<file path="src/rtl/vram_port_if.sv">
// vram_port_if: single-word CPU request/acknowledge bus into the VRAM port-A controller.
interface vram_port_if #(
  parameter int ADDR_W = 16,
  parameter int DATA_W = 8
);
  logic              cpu_req;
  logic              cpu_we;
  logic [ADDR_W-1:0] cpu_addr;
  logic [DATA_W-1:0] cpu_wdata;
  logic              cpu_ack;
  logic [DATA_W-1:0] cpu_rdata;

  modport master (
    output cpu_req, cpu_we, cpu_addr, cpu_wdata,
    input  cpu_ack, cpu_rdata
  );

  modport slave (
    input  cpu_req, cpu_we, cpu_addr, cpu_wdata,
    output cpu_ack, cpu_rdata
  );
endinterface

</file>
<file path="src/rtl/vram_port_ctrl.sv">
// vram_port_ctrl: port-A sequencer/arbiter sharing the VRAM write/read port between CPU accesses
// and the framebuffer fill engine. The fill engine and arbitration exist only with VRAM_FILL_EN defined.
module vram_port_ctrl #(
  parameter int ADDR_W     = 16,
  parameter int DATA_W     = 8,
  parameter int TEXT_WORDS = 4800,
  parameter int GFX_WORDS  = 38400,
  parameter int CPU_BURST  = 4
) (
  input  logic              clk,
  input  logic              resetn,
  vram_port_if.slave        cpu,
  input  logic              fill_start_i,
  input  logic              fill_mode_i,
  input  logic [DATA_W-1:0] fill_value_i,
  output logic              fill_busy_o,
  output logic              fill_done_o,
  output logic              bram_we_o,
  output logic [ADDR_W-1:0] bram_addr_o,
  output logic [DATA_W-1:0] bram_din_o,
  input  logic [DATA_W-1:0] bram_dout_i
);

  localparam logic [2:0] S_IDLE    = 3'd0;
  localparam logic [2:0] S_CPU_WR  = 3'd1;
  localparam logic [2:0] S_CPU_RD1 = 3'd2;
  localparam logic [2:0] S_CPU_RD2 = 3'd3;
  localparam logic [2:0] S_CPU_ACK = 3'd4;
  localparam logic [2:0] S_FILL_WR = 3'd5;

  logic [2:0]        state_q, state_d;
  logic              cpu_ack_q, cpu_ack_d;
  logic [DATA_W-1:0] cpu_rdata_q, cpu_rdata_d;
  logic              bram_we_q, bram_we_d;
  logic [ADDR_W-1:0] bram_addr_q, bram_addr_d;
  logic [DATA_W-1:0] bram_din_q, bram_din_d;

  logic              grant_cpu;
  logic              grant_fill;
  logic [ADDR_W-1:0] fill_addr;
  logic [DATA_W-1:0] fill_data;

`ifdef VRAM_FILL_EN
  localparam int                STREAK_W  = $clog2(CPU_BURST + 1);
  localparam logic [STREAK_W-1:0] BURST_MAX = STREAK_W'(CPU_BURST);
  localparam logic [ADDR_W-1:0] TEXT_LAST = ADDR_W'(TEXT_WORDS - 1);
  localparam logic [ADDR_W-1:0] GFX_LAST  = ADDR_W'(GFX_WORDS - 1);

  logic [STREAK_W-1:0] streak_q, streak_d;
  logic                fill_pend_q, fill_pend_d;
  logic                fill_done_q, fill_done_d;
  logic [ADDR_W-1:0]   fill_ptr_q, fill_ptr_d;
  logic [ADDR_W-1:0]   fill_last_q, fill_last_d;
  logic [DATA_W-1:0]   fill_val_q, fill_val_d;
  logic                fill_accept;

  // The pending flag doubles as fill_busy: both rise the cycle after an accepted start.
  assign fill_accept = fill_start_i && !fill_pend_q;
  assign grant_cpu   = cpu.cpu_req && (!fill_pend_q || (streak_q < BURST_MAX));
  assign grant_fill  = fill_pend_q && (!cpu.cpu_req || (streak_q == BURST_MAX));
  assign fill_addr   = fill_ptr_q;
  assign fill_data   = fill_val_q;

  always_comb begin
    streak_d    = streak_q;
    fill_pend_d = fill_pend_q;
    fill_done_d = 1'b0;
    fill_ptr_d  = fill_ptr_q;
    fill_last_d = fill_last_q;
    fill_val_d  = fill_val_q;

    if (fill_accept) begin
      fill_val_d  = fill_value_i;
      fill_last_d = fill_mode_i ? GFX_LAST : TEXT_LAST;
      fill_ptr_d  = '0;
      fill_pend_d = 1'b1;
    end

    // The pointer parks on the last word so it never wraps past the framebuffer.
    if (state_q == S_FILL_WR) begin
      if (fill_ptr_q == fill_last_q) begin
        fill_pend_d = 1'b0;
        fill_done_d = 1'b1;
      end else begin
        fill_ptr_d = fill_ptr_q + 1'b1;
      end
    end

    if (!fill_pend_q) begin
      streak_d = '0;
    end else if ((state_q == S_IDLE) && grant_fill) begin
      streak_d = '0;
    end else if ((state_q == S_IDLE) && grant_cpu && (streak_q < BURST_MAX)) begin
      streak_d = streak_q + 1'b1;
    end
  end

  always_ff @(posedge clk) begin
    if (!resetn) begin
      streak_q    <= '0;
      fill_pend_q <= 1'b0;
      fill_done_q <= 1'b0;
      fill_ptr_q  <= '0;
    end else begin
      streak_q    <= streak_d;
      fill_pend_q <= fill_pend_d;
      fill_done_q <= fill_done_d;
      fill_ptr_q  <= fill_ptr_d;
    end
  end

  always_ff @(posedge clk) begin
    fill_last_q <= fill_last_d;
    fill_val_q  <= fill_val_d;
  end

  assign fill_busy_o = fill_pend_q;
  assign fill_done_o = fill_done_q;
`else
  logic unused_fill;

  assign unused_fill = ^{fill_start_i, fill_mode_i, fill_value_i};
  assign grant_cpu   = cpu.cpu_req;
  assign grant_fill  = 1'b0;
  assign fill_addr   = '0;
  assign fill_data   = '0;
  assign fill_busy_o = 1'b0;
  assign fill_done_o = 1'b0;
`endif

  // Port-A controls are registered at the IDLE decision so they are live during the access state.
  always_comb begin
    state_d     = state_q;
    cpu_ack_d   = 1'b0;
    cpu_rdata_d = cpu_rdata_q;
    bram_we_d   = 1'b0;
    bram_addr_d = bram_addr_q;
    bram_din_d  = bram_din_q;

    case (state_q)
      S_IDLE: begin
        if (grant_cpu) begin
          bram_addr_d = cpu.cpu_addr;
          if (cpu.cpu_we) begin
            state_d    = S_CPU_WR;
            bram_we_d  = 1'b1;
            bram_din_d = cpu.cpu_wdata;
          end else begin
            state_d = S_CPU_RD1;
          end
        end else if (grant_fill) begin
          state_d     = S_FILL_WR;
          bram_we_d   = 1'b1;
          bram_addr_d = fill_addr;
          bram_din_d  = fill_data;
        end
      end
      S_CPU_WR: begin
        state_d   = S_CPU_ACK;
        cpu_ack_d = 1'b1;
      end
      S_CPU_RD1: begin
        state_d = S_CPU_RD2;
      end
      S_CPU_RD2: begin
        state_d     = S_CPU_ACK;
        cpu_ack_d   = 1'b1;
        cpu_rdata_d = bram_dout_i;
      end
      S_CPU_ACK: begin
        state_d = S_IDLE;
      end
      S_FILL_WR: begin
        state_d = S_IDLE;
      end
      default: begin
        state_d = S_IDLE;
      end
    endcase
  end

  always_ff @(posedge clk) begin
    if (!resetn) begin
      state_q     <= S_IDLE;
      cpu_ack_q   <= 1'b0;
      cpu_rdata_q <= '0;
      bram_we_q   <= 1'b0;
      bram_addr_q <= '0;
      bram_din_q  <= '0;
    end else begin
      state_q     <= state_d;
      cpu_ack_q   <= cpu_ack_d;
      cpu_rdata_q <= cpu_rdata_d;
      bram_we_q   <= bram_we_d;
      bram_addr_q <= bram_addr_d;
      bram_din_q  <= bram_din_d;
    end
  end

  assign cpu.cpu_ack   = cpu_ack_q;
  assign cpu.cpu_rdata = cpu_rdata_q;
  assign bram_we_o     = bram_we_q;
  assign bram_addr_o   = bram_addr_q;
  assign bram_din_o    = bram_din_q;

endmodule

</file>
<file path="src/flat_wrapper.sv">
// flat-port wrapper written by rule: the top's interface ports become plain ports
module vram_port_ctrl_flat 
#(
  parameter int ADDR_W     = 16,
  parameter int DATA_W     = 8,
  parameter int TEXT_WORDS = 4800,
  parameter int GFX_WORDS  = 38400,
  parameter int CPU_BURST  = 4
)
  (clk, resetn, fill_start_i, fill_mode_i, fill_value_i, fill_busy_o, fill_done_o, bram_we_o, bram_addr_o, bram_din_o, bram_dout_i, cpu_cpu_req, cpu_cpu_we, cpu_cpu_addr, cpu_cpu_wdata, cpu_cpu_ack, cpu_cpu_rdata);
  vram_port_if #(.ADDR_W(ADDR_W), .DATA_W(DATA_W)) cpu_i ();
  input  logic clk;
  input  logic resetn;
  input  logic fill_start_i;
  input  logic fill_mode_i;
  input  logic [DATA_W-1:0] fill_value_i;
  output logic fill_busy_o;
  output logic fill_done_o;
  output logic bram_we_o;
  output logic [ADDR_W-1:0] bram_addr_o;
  output logic [DATA_W-1:0] bram_din_o;
  input  logic [DATA_W-1:0] bram_dout_i;
  input wire logic [$bits(cpu_i.cpu_req)-1:0] cpu_cpu_req;
  input wire logic [$bits(cpu_i.cpu_we)-1:0] cpu_cpu_we;
  input wire logic [$bits(cpu_i.cpu_addr)-1:0] cpu_cpu_addr;
  input wire logic [$bits(cpu_i.cpu_wdata)-1:0] cpu_cpu_wdata;
  output wire logic [$bits(cpu_i.cpu_ack)-1:0] cpu_cpu_ack;
  output wire logic [$bits(cpu_i.cpu_rdata)-1:0] cpu_cpu_rdata;
  assign cpu_i.cpu_req = cpu_cpu_req;
  assign cpu_i.cpu_we = cpu_cpu_we;
  assign cpu_i.cpu_addr = cpu_cpu_addr;
  assign cpu_i.cpu_wdata = cpu_cpu_wdata;
  assign cpu_cpu_ack = cpu_i.cpu_ack;
  assign cpu_cpu_rdata = cpu_i.cpu_rdata;
  vram_port_ctrl #(.ADDR_W(ADDR_W), .DATA_W(DATA_W), .TEXT_WORDS(TEXT_WORDS), .GFX_WORDS(GFX_WORDS), .CPU_BURST(CPU_BURST)) u_core (.clk(clk), .resetn(resetn), .cpu(cpu_i), .fill_start_i(fill_start_i), .fill_mode_i(fill_mode_i), .fill_value_i(fill_value_i), .fill_busy_o(fill_busy_o), .fill_done_o(fill_done_o), .bram_we_o(bram_we_o), .bram_addr_o(bram_addr_o), .bram_din_o(bram_din_o), .bram_dout_i(bram_dout_i));
endmodule
</file>
<file path="config.mk">
export PLATFORM = sky130hd
export DESIGN_NAME = vram_port_ctrl_flat
export DESIGN_NICKNAME = d
export VERILOG_FILES = /design/src/rtl/vram_port_if.sv /design/src/rtl/vram_port_ctrl.sv /design/src/flat_wrapper.sv
export SDC_FILE = /design/constraint.sdc
export NUM_CORES = 1
export LEC_CHECK = 0
export CAP_MARGIN = 20
export CORE_MARGIN = 2
export CORE_UTILIZATION = 40
export DETAILED_ROUTE_END_ITERATION = 10
export PLACE_DENSITY = 0.84
export SLEW_MARGIN = 10
export SYNTH_ARGS = -nofsm -noshare
export SYNTH_HDL_FRONTEND = slang
export SYNTH_SLANG_ARGS = --single-unit
</file>
<file path="constraint.sdc">
create_clock -name clk -period 4.55 [get_ports clk]
set_clock_uncertainty 0.15 [all_clocks]
set_input_delay 0.91 -clock clk [delete_from_list [all_inputs] [get_ports clk]]
set_output_delay 0.91 -clock clk [all_outputs]
set_load 0.05 [all_outputs]
</file>
### Word level (Yosys, flattened, before mapping)

Index checks and enable logic that the tools add are counted.

| word-level totals | value |
|---|---|
| flip-flop bits (word level) | 37 |
| logic and storage cells | 20 |

| cells by class | value |
|---|---|
| equality and inequality tests | 4 |
| mux-type cells | 5 |
| reductions and logical operators | 5 |

Operators by type and width:

| operator | count |
|---|---|
| one-hot mux 3 bit (3 select lines) | 1 |
| equality test 3 x 2 -> 1 bit, second input constant | 2 |
| AND reduction 3 bit | 2 |
| equality test 3 x 1 -> 1 bit, second input constant | 1 |
| zero test 3 bit | 1 |
| two-way mux 3 bit | 1 |
| two-way mux 1 bit | 2 |
| two-way mux 2 bit | 1 |
| inequality test 2 bit, second input constant | 1 |
| AND reduction 2 bit | 1 |
| OR reduction 2 bit | 1 |

### Depth between registers and ports, before layout

Gate-level depths: netlist of the first run.

| depth | value |
|---|---|
| depth in word-level cells | 3 |
| gate-level depth with buffers | 5 |
| gate-level depth less buffers | 3 |

### Worst setup path before layout of the first run

OpenSTA, ideal clock, no wires.

| timing path | value |
|---|---|
| path type | input-to-reg |
| start point | input port cpu_cpu_req |
| end point | register u_core.bram_addr_q[10], in the netlist u_core.bram_addr_o[10] |
| library setup time | 117 ps |
| arrival time | 1740 ps |
| required time | 4283 ps |
| path slack | 2543 ps |
| stages | 5 |
| cell sequence | or4b_1 > buf_6 > buf_6 > nand2_1 > a21boi_1 |

| on the way | value |
|---|---|
| cells in the longest elaborated chain, start to end | 1 |

Ends and longest elaborated chain:

| item | line | source |
|---|---|---|
| start: declaration | flat_wrapper.sv:23 | `input wire logic [$bits(cpu_i.cpu_req)-1:0] cpu_cpu_req;` |
| AND reduction 2 bit (no source line) | -- |  |
| end signal: assignment | vram_port_ctrl.sv:195 | `bram_addr_q <= bram_addr_d;` |
| end: declaration | vram_port_ctrl.sv:35 | `logic [ADDR_W-1:0] bram_addr_q, bram_addr_d;` |

No other way between the ends.
A chain may end at the register's enable or synchronous reset.

### Worst setup path after layout of the first run

| timing path | value |
|---|---|
| start point | register u_core.cpu_rdata_q[1], in the netlist u_core.cpu.cpu_rdata[1] |
| end point | output port cpu_cpu_rdata[1] |

RTL lines:

| item | line | source |
|---|---|---|
| start: declaration | vram_port_ctrl.sv:33 | `logic [DATA_W-1:0] cpu_rdata_q, cpu_rdata_d;` |
| start signal: assignment | vram_port_ctrl.sv:193 | `cpu_rdata_q <= cpu_rdata_d;` |
| end: declaration | flat_wrapper.sv:28 | `output wire logic [$bits(cpu_i.cpu_rdata)-1:0] cpu_cpu_rdata;` |

No word-level cell between the ends.

==> results of run 1 <==
routing by layer:
metal | track usage (%) | routed length, um | share of wire (%)
met5 | 0 | 0 | 0
met2 | 25.53 | 1471 | 46
met4 | 8.152 | 68 | 2.1
met1 | 22.68 | 1451 | 46
met3 | 5.810 | 184 | 5.8
kinds of logic (layout without fill, tap and decap cells):
group,Yosys count,count (layout)
compound gates,26,26
simple gates,65,65
buf+inv,14,80
flops,37,37
other cells,1,2
mux,8,8
state kept, by name, summed over array words and instances, names as in the netlist:
signal	count
u_core.bram_we_o	1
u_core.cpu.cpu_ack	1
u_core.bram_addr_o	16
u_core.state_q	3
u_core.cpu.cpu_rdata	8
u_core.bram_din_o	8
cell usage after synthesis, drive strengths merged:
cell type  count
nor2           1
a21boi        16
nand2         40
nor3b          1
clkbuf         6
conb           1
mux2i          8
buf            7
a21oi          1
nand3b         1
or4b           1
and3           1
nor4b          2
and3b          2
nor2b          8
nand4          8
inv            1
o21a           1
o21ai          8
dfxtp         37
cell type report:
type,count,area (sq um)
clock inverters,2,37.54
well taps,46,57.56
inverters,1,3.754
flip-flops and latches,37,740.7
clock buffers,6,51.30
multi-input cells,101,611.8
repair buffers,71,705.7
fillers,294,1181
per-stage QoR:
step	setup WS [ps]	std cells	util, %
after global routing	1891	264	65.15
after floorplan	2543	152	-
after detailed placement	1660	256	62.53
after global placement	1673	256	62.53
after CTS	1942	264	65.15
final	1968	264	65.15
worst paths after layout:
check | slack, ps | depth (start not counted) | from | endpoint
min reg2reg | 310 | 2 | u_core.bram_addr_o[8] | u_core.bram_addr_o[8]
min | 310 | 2 | u_core.bram_addr_o[8] | u_core.bram_addr_o[8]
max reg2reg | 2640 | 3 | u_core.state_q[2] | u_core.bram_din_o[5]
max | 1970 | 1 | u_core.cpu.cpu_rdata[1] | cpu_cpu_rdata[1]
report_power, final:
part / switching, W / internal [W] / leakage (nW)
Sequential: 0.0000105 / 0.000342 / 0.302
Combinational: 0.000102 / 0.0000717 / 0.522
Clock: 0.000112 / 0.000131 / 0.0445
Total: 0.000224 / 0.000544 / 0.869
==> reports/qor.csv, run 1 <==
stage,metric,value,unit
pwr,p_leak,0.8688,nW
clocking,cts.repair.resized,0,
clocking,cts_tree,done,
place,dp_hpwl,2154,um
detailed_routing,num_vias,1238,
run_status,outcome,finished clean,
sta,setup_viol,0,
logic_synthesis,ys_ff_latch,37,
sta,worst_slew_pin_slew,707.8,ps
logic_synthesis,synth_xor_area_share,0,%
floorplanning,die_area,4063,sq um
cells_and_area,mostFrequentLayoutCell,clkdlybuf4s50_1,
setup_path,path_delay_family,buffers and inverters,
setup_path,crit_path_max_fanout,2,
sta,hold_violations,0,
clocking,root_buffer,clkbuf_4,
global_routing,antenna_found_initial,0,
logic_synthesis,synth_mux_area_share,5.609,%
setup_path,cp-end-kind,output port,
global_routing,overflow,0,
floorplanning,row_count,21,
setup_path,cp.required,3490,ps
clocking,clk_pin_slew,120,ps
run,drv_cap,0,
pwr,vdd_drop_max,0.0001989,V
detailed_routing,vias_per_cell,4.689,
setup_path,worstPathArrival,1520,ps
floorplanning,die_x,63.74,um
logic_synthesis,synth_cell_types,24,
logic_synthesis,synth_largest_area_cell,dfxtp_1,
sta,finalCriticalPeriod,2582,ps
cells_and_area,syn_to_final_growth,54.69,%
place,portBuffers,69,
global_routing,grt_pass1_wl,5423,um
sta,fin_crit_sh,56.76,%
logic_synthesis,synthAdderAreaFrac,0,%
sta,rsz0062_at_grt,false,
detailed_routing,drcViolationCount,0,
clocking,clock_sinks,37,
cells_and_area,nets,263,
setup_path,startpoint_type,register,
detailed_routing,routed_wl,3175,um
global_routing,grt_max_degree,46,
logic_synthesis,synthCells,151,
clocking,clockBufferDepth,2,
logic_synthesis,synthSimpleGateAreaFrac,24.63,%
clocking,hold_buffers,0,
clocking,htree_num_levels,2,
hold_path,holdCritPathClass,register to register,
pwr,total_power,0.0007684,W
sta,fin_hold_ws,307.9,ps
logic_synthesis,synthTopCellsByArea,"dfxtp_1 52%, nand2_1 11%, a21boi_1 5.8%",
logic_synthesis,ys_seq_area_share,51.88,%
cells_and_area,layout_common_cells,"69 x clkdlybuf4s50_1, 40 x nand2_1, 37 x dfxtp_1",
floorplanning,die_h,63.74,um
setup_path,criticalPathCategory,register to output port,
logic_synthesis,synthesis.area,1428,sq um
setup_path,crit_buf_inv,1,
sta,max_slew_margin,52.81,%
setup_path,slowest_delay,810,ps
logic_synthesis,synth_top_family_by_area,simple AND/OR/NAND/NOR gates,
detailed_routing,antenna_left,0,
floorplanning,io-pin-count,82,
setup_path,slowest_stage,clkdlybuf4s50_1,
floorplanning,start_util,42.12,%
cells_and_area,antenna_cells,0,
cells_and_area,layout-drive-gt1-share,5.505,%
global_routing,grt_usage,17.29,%
detailed_routing,drtPass1Iterations,4,
logic_synthesis,synth_compound_area_share,12.09,%
place,gp_congestion,0.6935,
sta,final_max_slew_viol_count,0,
sta,tns,0,ps
setup_path,crit_chain,clkdlybuf4s50_1,
detailed_routing,drtIter0Drc,44,
logic_synthesis,synth.avg_cell_area,9.454,sq um
clocking,numCtsBuffers,5,
place,place_area,2120,sq um
floorplanning,coreArea,3390,sq um
cells_and_area,fin_area,2208,sq um
pwr,power.density,348.0,nW/um^2
sta,fmax,387.2,MHz
clocking,clk_latency,350,ps
logic_synthesis,synthDominantCellAreaShare,51.88,%
clocking,post-cts-setup-buffers,0,
detailed_routing,routedWlPerCell,12.03,um
global_routing,first_global_vias,1080,
logic_synthesis,yosysWarnings,0,
No activity file was read; power rests on OpenSTA's default activity.
==> run 2: changes to the inputs <==
Settings changed: CORE_UTILIZATION 40 to 37, PLACE_DENSITY 0.84 to 0.78.
Clock period 4.55 ns to 2.5 ns, I/O delays scaled along.
==> run 2 against run 1 <==
Clock power increased by 61%. Non-clock buffer count rose by 1. Sequential share of layout area fell by 0.057 points. Utilization is 5.2 points lower. Cell count increased by 1.1%. Register-to-register slack worse by 1800 ps. First-iteration DRC count grew 55%. Setup slack worse by 1600 ps. Critical endpoint is now cpu_cpu_rdata[3]. Largest power group unchanged. Highest routed layer unchanged.
==> reports/qor.csv, run 2 (same netlist as run 1, synthesis figures left out) <==
stage,metric,value,unit
sta,fin_crit_sh,83.75,%
sta,worst_slew_pin_slew,542.8,ps
setup_path,slowest_stage,clkdlybuf4s50_1,
sta,max_slew_margin,63.70,%
sta,final_max_slew_viol_count,0,
run_status,outcome,finished clean,
clocking,root_buffer,clkbuf_8,
run,drv_cap,0,
cells_and_area,syn_to_final_growth,54.95,%
detailed_routing,antenna_left,0,
global_routing,grt_usage,15.13,%
place,dp_hpwl,2129,um
global_routing,grt_max_degree,46,
global_routing,overflow,0,
clocking,clk_pin_slew,70,ps
detailed_routing,routedWlPerCell,11.84,um
pwr,vdd_drop_max,0.0003678,V
setup_path,worstPathArrival,1440,ps
cells_and_area,layout_common_cells,"69 x clkdlybuf4s50_1, 40 x nand2_1, 37 x dfxtp_1",
cells_and_area,finalCoreUtilization,59.97,%
clocking,numCtsBuffers,5,
floorplanning,start_util,38.70,%
clocking,clockBufferDepth,2,
sta,tns,0,ps
sta,rsz0062_at_grt,false,
pwr,power.density,611.2,nW/um^2
setup_path,crit_buf_inv,1,
setup_path,criticalPathCategory,register to output port,
pwr,p_leak,0.8738,nW
global_routing,antenna_found_initial,0,
clocking,post-cts-setup-buffers,0,
detailed_routing,num_vias,1253,
cells_and_area,largest_reg_flops,16,
clocking,hold_buffers,0,
place,gp_congestion,0.7010,
sta,fmax,477.6,MHz
cells_and_area,layout-drive-gt1-share,5.479,%
clocking,htree_num_levels,2,
cells_and_area,nets,264,
floorplanning,coreArea,3689,sq um
cells_and_area,antenna_cells,0,
setup_path,cp-end-kind,output port,
detailed_routing,drtPass1Iterations,4,
cells_and_area,fillCellCount,335,
cells_and_area,final_cell_count_no_fill,267,
sta,setup_viol,0,
detailed_routing,vias_per_cell,4.693,
sta,fin_hold_ws,302.4,ps
floorplanning,die_x,66.12,um
setup_path,slowest_delay,810,ps
floorplanning,die_h,66.12,um
global_routing,grt_pass1_wl,4919,um
clocking,cts_tree,done,
sta,hold_violations,0,
floorplanning,io-pin-count,82,
setup_path,startpoint_type,register,
setup_path,crit_chain,clkdlybuf4s50_1,
clocking,clk_latency,290,ps
setup_path,path_delay_family,buffers and inverters,
floorplanning,die_area,4371,sq um
clocking,cts.repair.resized,0,
cells_and_area,mostFrequentLayoutCell,clkdlybuf4s50_1,
place,placed_cells_incl_taps,259,
hold_path,holdCritPathClass,register to register,
detailed_routing,routed_wl,3161,um
floorplanning,row_count,22,
setup_path,cp.required,1850,ps
place,portBuffers,69,
clocking,clock_sinks,37,
setup_path,crit_path_max_fanout,2,
detailed_routing,drtIter0Drc,68,
detailed_routing,drcViolationCount,0,
sta,finalCriticalPeriod,2094,ps
global_routing,first_global_vias,1124,
==> run 2: layer usage <==
layer	wire length, um	vias to the layer above	global-route usage, %	part of all wire, %
li1	-	632	-	-
met1	1451	563	17.99	46
met2	1392	49	24.00	44
met3	247	9	5.792	7.8
met4	70	0	6.888	2.2
met5	0	-	0	0
==> run 2: path summary, 6_finish.rpt <==
| check | start | end | slack, ps | cells after the start |
|---|---|---|---|---|
| setup / recovery | u_core.cpu.cpu_rdata[3] | cpu_cpu_rdata[3] | 410 | 1 |
| hold / removal | u_core.bram_addr_o[7] | u_core.bram_addr_o[7] | 300 | 2 |
| hold reg to reg | u_core.bram_addr_o[7] | u_core.bram_addr_o[7] | 300 | 2 |
| setup reg to reg | u_core.state_q[2] | u_core.bram_addr_o[3] | 810 | 4 |
==> run 2: layout make-up <==
type | count | area, sq um | share of cell area [%]
multi-input combinational | 101 | 611.8 | 27.66
timing repair buffer | 72 | 713.2 | 32.24
inverter | 1 | 3.754 | 0.1697
clock buffer | 6 | 72.57 | 3.281
clock inverter | 2 | 10.01 | 0.4525
tap | 48 | 60.06 | 2.715
sequential | 37 | 740.7 | 33.48
==> run 2: where the power goes <==
group | internal [W] | total [W] | switching, W
registers | 0.000622 | 0.000642 | 0.0000198
logic | 0.000133 | 0.000319 | 0.000187
clock network | 0.000193 | 0.000390 | 0.000198
total | 0.000948 | 0.00135 | 0.000404
==> run 2: stage by stage <==
step	power, W	setup WS, ps	cell area (sq um)
floorplan	0.0008535	903.1	1431
global placement	0.0009734	272.0	2130
detailed placement	0.0009766	253.9	2130
CTS	0.001367	394.4	2212
global route	0.001419	351.2	2212
finish	0.001352	406.2	2212
==> run 3: changes to the inputs <==
Settings changed: CORE_UTILIZATION 37 to 34, PLACE_DENSITY 0.78 to 0.76.
Clock period 2.5 ns to 1.9 ns, I/O delays scaled along.
==> run 3 against run 2 <==
Largest power group unchanged. Cell count up 3.0%. Total power up 45%. Largest cell class unchanged. Hold slack better by 2.1 ps. Count of clock-buffer cells in the layout up 1. Utilization down 4.8 points. Critical endpoint is now u_core.bram_addr_o[3]. Critical path type is now primary input to register. Clock power up 76%. Register-to-register slack worse by 550 ps. Critical path depth up 4. Global-route usage down 0.50 points.
==> reports/qor.csv, run 3 (same netlist as run 1, synthesis figures left out) <==
stage,metric,value,unit
detailed_routing,antenna_left,0,
run_status,outcome,finished clean,
setup_path,slowest_delay,570,ps
clocking,clk_latency,280,ps
setup_path,cp.required,1920,ps
setup_path,r2r_cells,4,
detailed_routing,routedWlPerCell,11.87,um
floorplanning,start_util,35.43,%
floorplanning,coreArea,4029,sq um
pwr,p_leak,0.9853,nW
global_routing,first_global_vias,1066,
cells_and_area,final_cell_count_no_fill,275,
global_routing,overflow,0,
clocking,cts.repair.resized,0,
setup_path,crit_path_max_fanout,16,
cells_and_area,nets,270,
place,portBuffers,69,
floorplanning,io-pin-count,82,
floorplanning,die_x,68.80,um
detailed_routing,routed_wl,3263,um
setup_path,crit_cells,5,
place,dp_hpwl,2379,um
detailed_routing,drcViolationCount,0,
clocking,post-cts-setup-buffers,0,
clocking,root_buffer,clkbuf_8,
cells_and_area,syn_to_final_growth,55.57,%
pwr,power.density,881.7,nW/um^2
hold_path,holdCritPathClass,register to register,
setup_path,cp-end-kind,register,
sta,setup_viol,0,
setup_path,crit_chain,"clkdlybuf4s50_1, or4b_1, buf_4, nand2_1, a21boi_0",
clocking,clock_sinks,37,
cells_and_area,layout_common_cells,"42 x buf_4, 40 x nand2_1, 37 x dfxtp_1",
place,placed_cells_incl_taps,267,
detailed_routing,vias_per_cell,4.549,
setup_path,slowest_stage,or4b_1,
detailed_routing,drtPass1Iterations,4,
setup_path,startpoint_type,primary input,
floorplanning,die_h,68.80,um
cells_and_area,mostFrequentLayoutCell,buf_4,
global_routing,grt_max_degree,26,
hold_path,holdPathStages,2,
pwr,vdd_drop_max,0.0006596,V
sta,final_max_slew_viol_count,0,
setup_path,worstPathArrival,1840,ps
sta,rsz0062_at_grt,false,
floorplanning,row_count,23,
detailed_routing,num_vias,1251,
sta,hold_violations,0,
clocking,clockBufferDepth,2,
sta,finalCriticalPeriod,1826,ps
global_routing,grt_usage,14.63,%
global_routing,grt_pass1_wl,5016,um
sta,max_slew_margin,65.05,%
clocking,hold_buffers,0,
setup_path,crit_buf_inv,2,
cells_and_area,layout-drive-gt1-share,23.11,%
setup_path,path_delay_family,buffers and inverters,
pwr,total_power,0.001958,W
sta,fin_crit_sh,96.09,%
clocking,cts_tree,done,
detailed_routing,drtIter0Drc,49,
clocking,htree_num_levels,2,
clocking,clk_pin_slew,70,ps
sta,worst_slew_pin_slew,522.7,ps
floorplanning,die_area,4733,sq um
run,drv_cap,0,
global_routing,antenna_found_initial,0,
cells_and_area,largest_reg_flops,16,
cells_and_area,antenna_cells,0,
sta,fmax,547.8,MHz
sta,fin_ws,74.36,ps
place,pre_cts_ws,-228.2,ps
place,gp_congestion,0.7263,
cells_and_area,fillCellCount,400,
setup_path,criticalPathCategory,primary input to register,
clocking,numCtsBuffers,5,
[run 3: cell types whose count changed in the layout (fill, tap and decap cells not counted), sizes merged]
cell and change:
clkdlybuf4s50 -34, bufinv +1, clkbuf +1, buf +40
clkinv -2
[run 3: area by class of cell]
type,instances,area (sq um),area share [%]
Sequential cell,37,740.7,33.35
Timing Repair Buffer,78,685.7,30.87
Multi-Input combinational cell,101,611.8,27.55
Clock buffer,7,86.33,3.887
Tap cell,50,62.56,2.817
Clock inverter,1,30.03,1.352
Inverter,1,3.754,0.1690
[run 3: report_power, final]
group	leakage, nW	switching (W)	internal (W)
Combinational	0.625	0.000254	0.000176
Sequential	0.302	0.0000221	0.000819
Clock	0.0585	0.000260	0.000428
Total	0.985	0.000536	0.00142
[run 3: metrics by stage]
step	area (sq um)	utilization [%]	hold slack [ps]	TNS, ps
global route	2221	55.12	323.2	0
floorplan	1431	-	364.9	0
detailed placement	2105	52.24	296.0	-3921
global placement	2105	52.24	292.0	-3305
finish	2221	55.12	304.5	0
CTS	2221	55.12	306.2	0
[run 3: worst register-to-register path, cell delays in order (launching register included)]
cell and delay (ps):
dfxtp_1 360, or4b_1 610, buf_4 250, nand2_1 70, a21boi_0 80
[run 3: final timing paths]
kind,startpoint,endpoint,slack [ps]
worst max-delay path,cpu_cpu_req,u_core.bram_addr_o[3],70
worst min-delay path,u_core.bram_addr_o[11],u_core.bram_addr_o[11],300
worst max register to register,u_core.state_q[1],u_core.bram_addr_o[3],260
worst min register to register,u_core.bram_addr_o[11],u_core.bram_addr_o[11],300
[run 3: routing by layer]
layer,global-route usage [%],routed length (um)
met1,18.05,1420
met2,22.72,1506
met3,4.383,264
met4,8.088,72
met5,0,0
